--- src/rtl/grf_wb_arbiter.sv ---
// Register-file write-port arbiter: in-order write-back (port A) always wins;
// late results (port B) wait in a small FIFO and drain into idle write cycles.
module grf_wb_arbiter #(
    parameter int DEPTH = 4
) (
    input  logic        clk,
    input  logic        reset,
    input  logic        a_valid,
    input  logic [4:0]  a_reg,
    input  logic [31:0] a_data,
    input  logic        b_valid,
    output logic        b_ready,
    input  logic [4:0]  b_reg,
    input  logic [31:0] b_data,
    output logic        WriteEn,
    output logic [4:0]  RegWrite,
    output logic [31:0] WData,
    input  logic [4:0]  pend_q1,
    input  logic [4:0]  pend_q2,
    output logic        pend_hit1,
    output logic        pend_hit2,
    output logic        full,
    output logic        empty
);

    localparam int AW = (DEPTH > 1) ? $clog2(DEPTH) : 1;
    localparam int CW = AW + 1;
    localparam logic [CW-1:0] DEPTH_C = CW'(DEPTH);

    logic [AW-1:0]             rd_ptr_q, rd_ptr_d;
    logic [AW-1:0]             wr_ptr_q, wr_ptr_d;
    logic [CW-1:0]             count_q, count_d;
    logic [DEPTH-1:0]          live_q, live_d;
    logic [DEPTH-1:0][4:0]     fifo_reg_q, fifo_reg_d;
    logic [DEPTH-1:0][31:0]    fifo_data_q, fifo_data_d;
    logic                      we_q, we_d;
    logic [4:0]                waddr_q, waddr_d;
    logic [31:0]               wdata_q, wdata_d;

    logic                      full_s, empty_s;
    logic                      push_s, store_s, pop_s, sup_s;
    logic [DEPTH-1:0]          occ_s;
    logic                      hit1_s, hit2_s;

    // Entry i is occupied when its distance from the read pointer is below the count.
    function automatic logic [DEPTH-1:0] occ_mask(input logic [AW-1:0] rd,
                                                  input logic [CW-1:0] cnt);
        logic [AW-1:0] off;
        occ_mask = {DEPTH{1'b0}};
        for (int i = 0; i < DEPTH; i++) begin
            off         = AW'(i) - rd;
            occ_mask[i] = ({1'b0, off} < cnt);
        end
    endfunction

    assign full_s  = (count_q == DEPTH_C);
    assign empty_s = (count_q == {CW{1'b0}});
    assign push_s  = b_valid & ~full_s;
    // A push to r0 completes the handshake but nothing is stored.
    assign store_s = push_s & (b_reg != 5'd0);
    assign pop_s   = ~a_valid & ~empty_s;
    assign sup_s   = a_valid & (a_reg != 5'd0);
    assign occ_s   = occ_mask(rd_ptr_q, count_q);

    // Next-state for FIFO storage, pointers, count and write-port selection.
    always_comb begin
        rd_ptr_d    = rd_ptr_q;
        wr_ptr_d    = wr_ptr_q;
        count_d     = count_q;
        live_d      = live_q;
        fifo_reg_d  = fifo_reg_q;
        fifo_data_d = fifo_data_q;
        we_d        = 1'b0;
        waddr_d     = waddr_q;
        wdata_d     = wdata_q;

        if (a_valid) begin
            we_d    = (a_reg != 5'd0);
            waddr_d = a_reg;
            wdata_d = a_data;
        end else if (!empty_s) begin
            we_d    = live_q[rd_ptr_q];
            waddr_d = fifo_reg_q[rd_ptr_q];
            wdata_d = fifo_data_q[rd_ptr_q];
        end else begin
            we_d    = 1'b0;
        end

        if (pop_s) begin
            live_d[rd_ptr_q] = 1'b0;
            rd_ptr_d         = rd_ptr_q + AW'(1);
        end else begin
            rd_ptr_d         = rd_ptr_q;
        end

        if (store_s) begin
            fifo_reg_d[wr_ptr_q]  = b_reg;
            fifo_data_d[wr_ptr_q] = b_data;
            live_d[wr_ptr_q]      = 1'b1;
            wr_ptr_d              = wr_ptr_q + AW'(1);
        end else begin
            wr_ptr_d              = wr_ptr_q;
        end

        // Supersession sees the entry stored this cycle, so a same-cycle push dies too.
        if (sup_s) begin
            for (int i = 0; i < DEPTH; i++) begin
                live_d[i] = live_d[i] & (fifo_reg_d[i] != a_reg);
            end
        end else begin
            live_d = live_d;
        end

        case ({store_s, pop_s})
            2'b10:   count_d = count_q + CW'(1);
            2'b01:   count_d = count_q - CW'(1);
            default: count_d = count_q;
        endcase
    end

    // State and registered write-port outputs.
    always_ff @(posedge clk or negedge reset) begin
        if (!reset) begin
            rd_ptr_q    <= {AW{1'b0}};
            wr_ptr_q    <= {AW{1'b0}};
            count_q     <= {CW{1'b0}};
            live_q      <= {DEPTH{1'b0}};
            fifo_reg_q  <= {(DEPTH*5){1'b0}};
            fifo_data_q <= {(DEPTH*32){1'b0}};
            we_q        <= 1'b0;
            waddr_q     <= 5'd0;
            wdata_q     <= 32'd0;
        end else begin
            rd_ptr_q    <= rd_ptr_d;
            wr_ptr_q    <= wr_ptr_d;
            count_q     <= count_d;
            live_q      <= live_d;
            fifo_reg_q  <= fifo_reg_d;
            fifo_data_q <= fifo_data_d;
            we_q        <= we_d;
            waddr_q     <= waddr_d;
            wdata_q     <= wdata_d;
        end
    end

    // Pending-write lookup over live, occupied entries only.
    always_comb begin
        hit1_s = 1'b0;
        hit2_s = 1'b0;
        for (int i = 0; i < DEPTH; i++) begin
            hit1_s = hit1_s | (occ_s[i] & live_q[i] & (fifo_reg_q[i] == pend_q1));
            hit2_s = hit2_s | (occ_s[i] & live_q[i] & (fifo_reg_q[i] == pend_q2));
        end
    end

    assign pend_hit1 = hit1_s & (pend_q1 != 5'd0);
    assign pend_hit2 = hit2_s & (pend_q2 != 5'd0);
    assign b_ready   = ~full_s;
    assign full      = full_s;
    assign empty     = empty_s;
    assign WriteEn   = we_q;
    assign RegWrite  = waddr_q;
    assign WData     = wdata_q;

endmodule

--- config.mk ---
export PLATFORM = sky130hd
export DESIGN_NAME = grf_wb_arbiter
export DESIGN_NICKNAME = d
export VERILOG_FILES = /design/src/rtl/grf_wb_arbiter.sv
export SDC_FILE = /design/constraint.sdc
export NUM_CORES = 1
export LEC_CHECK = 0
export BUFFER_PORTS_ARGS = -buffer_cell sky130_fd_sc_hd__buf_4
export CELL_PAD_IN_SITES_DETAIL_PLACEMENT = 1
export CELL_PAD_IN_SITES_GLOBAL_PLACEMENT = 1
export CORE_ASPECT_RATIO = 0.8
export CORE_MARGIN = 3
export CORE_UTILIZATION = 50
export DETAILED_ROUTE_END_ITERATION = 10
export GPL_TIMING_DRIVEN = 1
export PLACE_DENSITY = 0.9
export SETUP_SLACK_MARGIN = 0.1
export SYNTH_ARGS = -nofsm -noshare
export SYNTH_HDL_FRONTEND = slang
export SYNTH_SLANG_ARGS = --single-unit
--- constraint.sdc ---
create_clock -name clk -period 5.66 [get_ports clk]
set_input_delay 0.566 -clock clk [delete_from_list [all_inputs] [get_ports clk]]
set_output_delay 0.566 -clock clk [all_outputs]
set_load 0.02 [all_outputs]
* Word level (Yosys, flattened, before mapping)
Index checks and enable logic that the tools add are counted.
** Cells by class
- Add/subtract/negate cells :: 8
- Order comparisons :: 8
- Eq/ne operators :: 16
- Mux-type cells :: 27
- Bitwise logic cells :: 34
- Reductions and logical operators :: 8
** Operator list (count)
- $bwmux W128 :: 1
- $mux W32 :: 4
- $bmux W32 S2 :: 1
- $demux W32 S2 :: 1
- $eq A5 B5 Y1 :: 8
- $and A1 B1 Y1 :: 22
- $bwmux W20 :: 1
- $mux W20 :: 1
- $mux W5 :: 4
- $ne A5 B5 Y1 :: 4
- $reduce_bool A5 Y1 :: 4
- $lt A2 B3 Y1 :: 4
- $mux W4 :: 3
- $bmux W5 S2 :: 1
- $demux W5 S2 :: 1
- $lt A2 B3 Y1 const B :: 2
- $or A1 B1 Y1 :: 6
- $pmux W3 S2 :: 1
- $mux W1 :: 5
- $add A2 B1 Y2 const B :: 2
- $and A4 B4 Y4 :: 1
- $demux W1 S2 :: 2
- $ge A2 B1 Y1 const B :: 2
- $not A4 Y4 :: 1
- other kinds (14) :: 19
** Storage, ports and cells
- Flip-flop bits (word level) :: 197
- Input port bits :: 88
- Output and inout port bits :: 43
- Logic and storage cells :: 116

* Logic depth before layout (Yosys ltp)
Gate-level depths: netlist of the first run.
- Depth after elaboration :: 11
- Mapped depth :: 11
- Depth with buffers taken out :: 10

* Least setup slack after synthesis of the first run
No wires, ideal clock.
- Kind :: register -> output
- Start :: register rd_ptr_q[1]
- End :: output port pend_hit2
- Arrival time :: 2.772 ns
- Required time :: 5.094 ns
- Slack :: 2.322 ns
- Cell stages (with the launch flop) :: 12
- Path buffers :: 2
- Cells stage by stage :: dfrtp_1 -> clkbuf_1 -> buf_1 -> inv_1 -> ha_1 -> inv_1 -> ha_1 -> a21oi_1 -> o21ai_0 -> nor4_1 -> nor4_1 -> a21oi_1
** On the way
- Cells in the longest elaborated chain, start to end :: 8
- Elaborated cells between the ends (all ways) :: 20
- Classes of those cells :: add/sub: 4; order compare: 4; bitwise: 12
** RTL lines
- from (decl) :: line 30 : logic [AW-1:0] rd_ptr_q, rd_ptr_d;
- from (signal assigned) :: line 124 : rd_ptr_q <= {AW{1'b0}};
- from (signal assigned) :: line 134 : rd_ptr_q <= rd_ptr_d;
- $sub A1 B2 Y2 :: line 51 : off = AW'(i) - rd;
- $lt A2 B3 Y1 :: line 52 : occ_mask[i] = ({1'b0, off} < cnt);
- $and A1 B1 Y1 (2 in series) :: line 152 : hit2_s = hit2_s | (occ_s[i] & live_q[i] & (fifo_reg_q[i] == pend_q2));
- $or A1 B1 Y1 (2 in series) :: line 152
- $or A1 B1 Y1 * :: line 152
- $and A1 B1 Y1 * :: line 157 : assign pend_hit2 = hit2_s & (pend_q2 != 5'd0);
- to (decl) :: line 21 : output logic pend_hit2,
Every way passes the cells marked *; elsewhere a longest branch is shown, timed or not.

* Final worst setup path of the first run
- Start :: register rd_ptr_q[0]
- End :: output port pend_hit1
** On the way
- Cells in the longest elaborated chain, start to end :: 8
- Elaborated cells between the ends (all ways) :: 20
- Classes of those cells :: add/sub: 4; order compare: 4; bitwise: 12
** RTL lines
- $sub A1 B2 Y2 :: line 51
- $lt A2 B3 Y1 :: line 52
- $and A1 B1 Y1 (2 in series) :: line 151 : hit1_s = hit1_s | (occ_s[i] & live_q[i] & (fifo_reg_q[i] == pend_q1));
- $or A1 B1 Y1 (2 in series) :: line 151
- $or A1 B1 Y1 * :: line 151
- $and A1 B1 Y1 * :: line 156 : assign pend_hit1 = hit1_s & (pend_q1 != 5'd0);
- to (decl) :: line 20 : output logic pend_hit1,
Marked as above.

==> results.md, run 1 <==
* Crit path kind: reg -> out
* Sink Count at roughly 200
* Worst Clk Skew at 12.9 ps
* Hpwl dp at 18.1 mm
* Post-synth EDFFs at 0
* Row Count at 44
* Total wire length at about 28 mm
* WL per Instance at between 20 and 30 um
* Vias in the first global route at around 7.5k
* Slowest CP cell: buf_4
* Worst Setup End Kind: output pin
* Total GRT Usage at 27.5%
* Clk slew on worst S/H paths at around 70 ps
* Vias at around 6.4k
* Die area at approximately 21000 um^2
* Min cycle time layout at 3400 ps
* Worst Path Buf+Inv at 2
* # hold bufs at CTS at 0
* Die Wd at about 160 um
* Synth Flop Type: dfrtp_1
* Crit path launch type: register
* Register bit total from synthesis at about 200
* Max-cap violation count at 0
* Synth unique cells at 28
* Cell area after synthesis at about 9700 um^2
* Area Growth Syn to Fin at 19.2%
* Share of post-route cells with drive strength above 1 at between 40% and 50%
* I/O pins at ~130
* Placement Cell Area at 10900 um^2
* Detailed Route Iter0 Violations at roughly 490
* Status: completed
* Final nets at between 900 and 1k
* Drt pass-1 iters at 4
* Setup TNS at 0 ps
* Slowest cell delay on critical path at about 700 ps
* Ys Warns at 0
* Final period utilization at 60.1%
* CP required at slightly above 5000 ps
* Cell count after synthesis at 718
* Critical-path cell list: buf_4 -> nand2b_1 -> a21oi_1 -> o21ai_0 -> nor4_1 -> nor4_1 -> a21oi_1 -> buf_4
* Largest net degree at the start of global routing at 77
* GP Congestion at between 0.9 and 1
* Post-synthesis sequential area ratio at 50.9%
* RSZ-0062 raised after global routing: no
* Root Driver: clkbuf_16
* Post-CTS sizing at 0
* Pin slew with the least headroom to its limit at about 900 ps
* Core ar. at approximately 19000 um^2
* H-tree depth at 4
* Vias/cell at 5.89
* Initial Util at 52.2%
* Worst hold path type: in -> async
* Slew Limit Fails at 0
* Relative slew slack at 40.9%
* Final hold vios at 0
* Async SR Flop Fraction at 100%
* CP top delay family: buffers and inverters
* Antenna Violating Nets Remaining at 0
* Final setup vio count at 0
* Antenna violations before repair at 1
* Final Instance Area at between 10000 and 15000 um^2
* Worst-Skew Late Latency at ~430 ps
* Pwr/cell area at about 630 nW/um^2
* Grt total ovfl at 0
* Worst VDD drop at about 270 uV
* TritonCTS buffer count at 17
* Post-Syn Nets at 820
* TritonCTS clock tree: built
* P_leak at slightly below 0.005 uW
* Clock buffer depth at 2
* WP data arrival at ~2800 ps
* Fmax at a little under 300 MHz
* Max Fanout on Critical Path at 43
* Die Y-Extent at 131 um
* Remaining DRCs at 0
* PortBufs at between 100 and 150
* Post-CTS Setup Inserts at 0
* Syn avg cell area at approximately 14 um^2
* Global-route wire length before repair at 43.7 mm
## layout by cell type, fill, tap and decap left out, types with 16 or more instances in the layout
cell,instances
dfrtp_1,195
mux4_2,38
nand2_1,49
mux2i_1,42
o21ai_0,43
buf_4,138
xor2_1,22
mux2_2,145
xnor2_1,43
inv_1,16
clkbuf_16,17
## Yosys cell counts (3+ instances only)
cell type	instances	share of area, %
a21oi_1	10	0.52
ha_1	13	1.7
nor4_1	10	0.65
mux2i_1	42	4.3
mux4_2	38	8.8
buf_1	8	0.31
xor2_1	22	2.0
a41oi_1	4	0.36
buf_2	11	0.57
nand3_1	9	0.46
nand2_1	49	1.9
a211oi_4	4	0.83
mux2_2	145	17
nor2_1	5	0.19
mux2_4	4	0.62
clkbuf_1	29	1.1
dfrtp_1	197	51
inv_2	3	0.12
nor3_1	7	0.36
inv_1	16	0.62
o21ai_0	43	2.2
xnor2_1	43	3.9
## area by class of cell
type / instances / area, um^2
clock buffers: 21 / 470
diodes: 1 / 2.50
multi-input cells: 453 / 4500
inverters: 19 / 71.3
clock inverters: 11 / 218
flip-flops and latches: 197 / 4930
fillers: 1773 / 7000
well taps: 253 / 317
repair buffers: 139 / 1050
## layer usage
layer / GRT usage (%) / share of wire, % / wire length, um
met2: 46.5 / 50 / 13900
met4: 11.9 / 3.5 / 975
met1: 33.5 / 39 / 10900
met5: 0 / 0 / 0
met3: 8.04 / 7.8 / 2170
## flip-flops by register name, indices dropped and copies added, names as in the netlist
signal / count
fifo_reg_q: 20
WData: 32
fifo_data_q: 128
rd_ptr_q: 2
live_q: 4
WriteEn: 1
count_q: 3
RegWrite: 5
wr_ptr_q: 2
## worst paths after layout
path | to | slack (ps) | depth (start not counted) | start
worst max-delay path | pend_hit1 | 2260 | 8 | rd_ptr_q[0]
worst min-delay path | fifo_data_q[101] | 130 | 1 | reset
worst max register to register | live_q[0] | 2880 | 8 | wr_ptr_q[1]
worst min register to register | fifo_data_q[83] | 510 | 1 | fifo_data_q[83]
max in group asynchronous | WData[23] | 4290 | 2 | reset
min in group clk | WData[25] | 340 | 3 | a_data[25]
## report_power, final
| part | switching [uW] | leakage [uW] | internal [uW] |
|---|---|---|---|
| sequential | 567 | 0.00234 | 2120 |
| clock | 541 | 0.000330 | 868 |
| combinational | 1570 | 0.00223 | 1660 |
## kinds of logic after synthesis
kind of cell,share of synthesized area [%]
xor+xnor,5.87
buf+inv,2.81
compound gates,4.01
flops,50.9
simple gates,3.92
fa+ha+maj,1.88
mux,30.6
## metrics by stage
step	setup slack [ps]	utilization, %	total power, uW	hold WS (ps)	std cells
2_1_floorplan	2320	-	4740	270	718
3_3_place_gp	2770	58.6	5520	483	1061
3_5_place_dp	2670	58.6	5830	493	1061
4_1_cts	2240	62.3	7360	156	1093
5_1_grt	2050	62.3	7720	153	1094
6_report	2260	62.3	7340	132	1094
Power figures use the tool's default switching activity.
==> run 2: changes to the inputs <==
Settings changed: CORE_UTILIZATION 50 to 43, PLACE_DENSITY 0.9 to 0.83.
Clock period 5.66 ns to 3 ns, I/O delays scaled along.
==> results.md, run 2 (synthesis gave the netlist of run 1 again) <==
* Status: completed
* Final hold vios at 0 (unchanged)
* TritonCTS clock tree: built
* Root Driver: clkbuf_16
* Drt pass-1 iters at 4 (unchanged)
* Core ar. at 21900 um^2 (+18%)
* Worst VDD drop at 521 uV (+90%)
* Register area at 4930 um^2 (unchanged)
* I/O pins at 131 (unchanged)
* Share of post-route cells with drive strength above 1 at 45.4% (+1.5 points)
* Vias/cell at 5.40 (-8.3%)
* Global-route wire length before repair at 39.6 mm (-9.3%)
* Worst-Skew Late Latency at 440 ps (about the same)
* Placed Cells at 1118 (+5.4%)
* WP data arrival at 2590 ps (-240 ps)
* Antenna Violating Nets Remaining at 0 (unchanged)
* Worst hold path type: in -> reg
* Post-CTS Setup Inserts at 0 (unchanged)
* Grt total ovfl at 0 (unchanged)
* Crit path launch type: register
* Largest net degree at the start of global routing at 91 (+18%)
* GP Congestion at 0.902 (-3.3%)
* Detailed Route Iter0 Violations at 297 (-40%)
* Final period utilization at between 90 and 100%
* Die area at 24400 um^2 (+16%)
* Clk slew on worst S/H paths at 70 ps (about the same)
* Psw at 4710 uW (+76%)
* Final core occ at 53.5% (-8.8 points)
* Total wire length at 24.8 mm (-11%)
* Min cycle time layout at 2890 ps
* Comb power frac at 44.9% (+0.8 points)
* Sw Share at 35.5% (-1.0 points)
* Register share of total power at 37.4% (+0.7 points)
* Worst slack at placement at 432 ps (-2230 ps)
* Vias in the first global route at 6991 (-6.3%)
* Setup TNS at 0 ps (unchanged)
* Die Y-Extent at 140 um (+7.5%)
* Slew Limit Fails at 0 (unchanged)
* Initial Util at 44.3% (-7.9 points)
* P_leak at 0.00494 uW (+0.66%)
* Final setup vio count at 0 (unchanged)
* Hpwl dp at 17.1 mm (-5.5%)
* Fmax at approximately 350 MHz
* Relative slew slack at 49.4% (+8.4 points)
* Crit path kind: reg -> out
* Remaining DRCs at 0 (unchanged)
* Fill cells at 2220 (+25%)
* Pint at 8550 uW (+84%)
* Most common cell after layout, fill and taps aside: dfrtp_1
* Most flop-heavy register: fifo_data_q
* Die Wd at 174 um (+7.5%)
* Clock power share at 17.7% (-1.5 points)
* Area of the multi-input gates at 4540 um^2 (+1.0%)
* Pin slew with the least headroom to its limit at 759 ps (-127 ps)
* Final nets at 940 (+1.2%)
* Max Fanout on Critical Path at 7 (-84%)
* Row Count at 48 (+9.1%)
* Final Instance Count excl. Fillers at 1151 (+5.2%)
* RSZ-0062 raised after global routing: no
* Max-cap violation count at 0 (unchanged)
* PortBufs at 130 (unchanged)
* Vias at 6218 (-3.5%)
* Placement Cell Area at 11000 um^2 (+1.6%)
* Sink Count at 197 (unchanged)
* Antenna violations before repair at 0 (-1)
* Largest register FFs at 128 (unchanged)
* Pwr/cell area at 1130 nW/um^2 (+79%)
* Most frequent cells in the layout: dfrtp_1 (195), mux2_2 (145), buf_4 (144)
* TritonCTS buffer count at 17 (unchanged)
* H-tree depth at 4 (unchanged)
* Clock buffer depth at 2 (unchanged)
* WL per Instance at 21.5 um (-16%)
* CP required at 2700 ps (-2390 ps)
* Worst Setup End Kind: output pin
* Final Instance Area at 11700 um^2 (+1.2%)
* Diodes inserted at 0 (-1)
* Area Growth Syn to Fin at 20.6%
* Worst setup margin at 110 ps (-2150 ps)
* Total GRT Usage at 20.9% (-6.6 points)
* Worst Clk Skew at 18.4 ps (+5.46 ps)
==> run 2: cell types whose count changed in the layout (fill, tap and decap cells not counted), sizes merged <==
| cell | delta |
|---|---|
| buf | +10 |
| bufinv | -3 |
| clkinv | +3 |
| clkbuf | -1 |
| diode | -1 |
| dlygate4sd3 | +1 |
| inv | +1 |
==> run 2: final timing paths <==
path | start | endpoint | slack (ps) | cells past startpoint
setup / recovery | count_q[1] | pend_hit1 | 110 | 9
min in group asynchronous | reset | WData[16] | 480 | 2
max in group asynchronous | reset | fifo_reg_q[9] | 1780 | 3
hold reg to reg | fifo_data_q[89] | fifo_data_q[89] | 510 | 1
setup reg to reg | count_q[1] | count_q[2] | 330 | 10
hold / removal | a_data[12] | WData[12] | 60 | 3
==> run 2: what timing repair did <==
item | 4_1_cts | 5_1_grt
gates cloned | 0 | 0
pin swaps | 0 | 2
endpoints found under the hold margin | 87 | 0
setup endpoints to repair | 2 | 2
hold buffers | 1 | 0
gates resized for setup | 1 | 13
==> run 2: routing by layer <==
layer / GRT usage (%) / vias to the layer above / part of all wire, % / routed length, um
li1: - / 2787 / - / -
met4: 5.67 / 0 / 1.2 / 300
met5: 0 / - / 0 / 0
met1: 28.9 / 3282 / 46 / 11300
met3: 4.15 / 21 / 3.9 / 968
met2: 34.0 / 128 / 49 / 12200
==> run 2: area by class of cell <==
| type | count | share of cell area (%) |
|---|---|---|
| flip-flops and latches | 197 | 42.2 |
| multi-input cells | 453 | 38.8 |
| repair buffers | 150 | 10.1 |
| clock buffers | 20 | 3.82 |
| well taps | 300 | 3.21 |
| clock inverters | 12 | 1.29 |
| inverters | 19 | 0.610 |
==> run 2: through the flow <==
| stage | total power, uW | hold slack, ps |
|---|---|---|
| after floorplan | 8950 | 4.41 |
| after global placement | 10600 | 427 |
| after detailed placement | 10900 | 429 |
| after CTS | 13300 | 49.3 |
| after global routing | 14100 | 59.3 |
| final | 13300 | 62.1 |
==> run 2: worst max-delay path: stages, from the launching register on <==
cell     delay (ps)
dfrtp_1         400
inv_1           220
ha_1            310
a21oi_1         140
nor2_1           60
o21ai_1         220
nor4_1          110
nor4_1          440
a21oi_1          80
buf_4           180
==> run 2: power groups by stage <==
stage | Combinational (uW) | Sequential (uW) | Clock [uW]
2_1_floorplan | 4010 | 4940 | 0
3_3_place_gp | 5680 | 4880 | 0
3_5_place_dp | 5930 | 4970 | 0
4_1_cts | 5960 | 4950 | 2410
5_1_grt | 6450 | 5150 | 2520
6_report | 5950 | 4960 | 2350
==> run 3: changes to the inputs <==
Settings changed: PLACE_DENSITY 0.83 to unset, PLACE_DENSITY_LB_ADDON set to 0.1.
==> results.md, run 3 (synthesis gave the netlist of run 1 again) <==
* Worst slack at placement at 297 ps (-135 ps)
* Final setup vio count at 0 (unchanged)
* Die Wd at 174 um (unchanged)
* PortBufs at 130 (unchanged)
* Crit path kind: reg -> out
* Final hold vios at 0 (unchanged)
* Largest register FFs at 128 (unchanged)
* Die Y-Extent at 140 um (unchanged)
* Initial Util at 44.3% (unchanged)
* Pwr/cell area at 1140 nW/um^2 (+0.28%)
* Psw at 4810 uW (+2.1%)
* Clk slew on worst S/H paths at 70 ps (about the same)
* Placement Cell Area at 11000 um^2 (about the same)
* R2R Path Start: count_q[0]
* Final Instance Area at 11700 um^2 (+0.34%)
* Comb power frac at 45.4% (+0.5 points)
* P_leak at 0.00496 uW (+0.45%)
* Overall Power at 13300 uW (+0.62%)
* Worst Setup End Kind: output pin
* Worst-Skew Late Latency at 430 ps (about the same)
* Total GRT Usage at 21.4% (+0.47 points)
* Global-route wire length before repair at 40.4 mm (+2.1%)
* Antenna violations before repair at 0 (unchanged)
* Fill cells at 2246 (+1.2%)
* Register share of total power at 37.1% (-0.3 points)
* Share of post-route cells with drive strength above 1 at 46.3% (+0.96 points)
* Vias in the first global route at 7159 (+2.4%)
* CP required at 2700 ps (about the same)
* Root Driver: clkbuf_16
* WP data arrival at 2520 ps (-70 ps)
* Post-CTS Setup Inserts at 0 (unchanged)
* Most flop-heavy register: fifo_data_q
* Pint at 8530 uW (-0.20%)
* Hold_sp: a_data[23]
* Worst setup margin at 175 ps (+65.5 ps)
* H-tree depth at 4 (unchanged)
* GP Congestion at 0.926 (+2.6%)
* Worst Clk Skew at 10.3 ps (-8.10 ps)
* Most frequent cells in the layout: dfrtp_1 (195), buf_4 (150), mux2_2 (145)
* Fmax at 354 MHz (+2.3%)
* Status: completed
* Sw Share at 36.0% (+0.53 points)
* Final nets at 944 (+0.43%)
* Area Growth Syn to Fin at 21.1%
* Vias/cell at 5.47 (+1.3%)
* WL per Instance at 21.9 um (+1.5%)
* Total wire length at 25.2 mm (+1.8%)
* Diodes inserted at 0 (unchanged)
* Row Count at 48 (unchanged)
* Smallest hold slack at 70.1 ps (+8.07 ps)
* Final period utilization at 94.2% (-2.2 points)
* Setup TNS at 0 ps (unchanged)
* Core ar. at 21900 um^2 (unchanged)
* RSZ-0062 raised after global routing: yes
* Relative slew slack at 50.4% (+1.0 points)
* Hpwl dp at 18.1 mm (+6.1%)
* TritonCTS buffer count at 17 (unchanged)
* Detailed Route Iter0 Violations at 345 (+16%)
* Clock power share at 17.5% (-0.2 points)
* Max-cap violation count at 0 (unchanged)
* Worst hold path type: in -> reg
* Largest net degree at the start of global routing at 78 (-14%)
* Drt pass-1 iters at 4 (unchanged)
* Clock buffer depth at 2 (unchanged)
* Remaining DRCs at 0 (unchanged)
* Min cycle time layout at 2820 ps (-65.5 ps)
* Pin slew with the least headroom to its limit at 744 ps (-15.6 ps)
* Vias at 6318 (+1.6%)
* Worst VDD drop at 481 uV (-7.7%)
* Die area at 24400 um^2 (unchanged)
* Antenna Violating Nets Remaining at 0 (unchanged)
* CP startpoint: count_q[1]
* I/O pins at 131 (unchanged)
* Most common cell after layout, fill and taps aside: dfrtp_1
* Grt total ovfl at 0 (unchanged)
* Sink Count at 197 (unchanged)
* Slew Limit Fails at 0 (unchanged)
* TritonCTS clock tree: built
* Crit path launch type: register
* Max Fanout on Critical Path at 7 (unchanged)
[run 3: cell count changes in the layout (fill, tap and decap cells not counted), moves of 2 or more]
cell	delta
buf_4	+6
clkinv_4	+3
inv_8	+3
buf_12	-2
clkinv_2	-2
clkinvlp_4	-2
[run 3: metrics by stage]
step	std cells	utilization (%)
after floorplan	718	-
after global placement	1122	50.5
after detailed placement	1122	50.5
after CTS	1155	53.4
after global routing	1155	53.7
final	1155	53.7
[run 3: metal layers]
metal / up-vias / part of all wire, % / global-route usage, %
li1: 2806 / - / -
met1: 3349 / 44 / 28.3
met2: 138 / 50 / 36.0
met3: 25 / 4.6 / 4.53
met4: 0 / 1.5 / 5.88
met5: - / 0 / 0
[run 3: final timing paths]
kind,cells past startpoint,to,slack [ps]
max,8,pend_hit2,180
min reg2reg,1,fifo_data_q[19],500
max reg2reg,8,live_q[0],380
min in group asynchronous,2,fifo_data_q[98],450
max in group asynchronous,3,fifo_data_q[19],1700
min,3,WData[23],70
[run 3: what timing repair did]
item,4_1_cts,5_1_grt
cloned,0,0
pin swaps,3,6
resized for setup,8,11
hold buffers,1,0
endpoints found under the setup margin,2,2
endpoints found under the hold margin,73,0
[run 3: worst max-delay path, stage by stage, from the launching register on]
cell,delay [ps]
dfrtp_1,380
inv_2,120
ha_1,320
a21oi_1,70
o21ai_1,380
nor4_2,120
nor4_1,430
a21oi_1,90
buf_4,180
[run 3: area by class of cell]
cell class | count | area, um^2 | share of cell area, %
Clock inverter | 13 | 164 | 1.40
Inverter | 19 | 71.3 | 0.608
Tap cell | 300 | 375 | 3.20
Clock buffer | 19 | 443 | 3.77
Multi-Input combinational cell | 453 | 4570 | 38.9
Timing Repair Buffer | 154 | 1180 | 10.1
Sequential cell | 197 | 4930 | 42.0
[run 3: power groups by stage]
stage               clock [uW]  sequential (uW)  combinational (uW)
floorplan                    0             4940                4010
global placement             0             4840                5800
detailed placement           0             4990                5990
CTS                       2400             4950                6050
global route              2530             5130                6560
finish                    2340             4940                6060
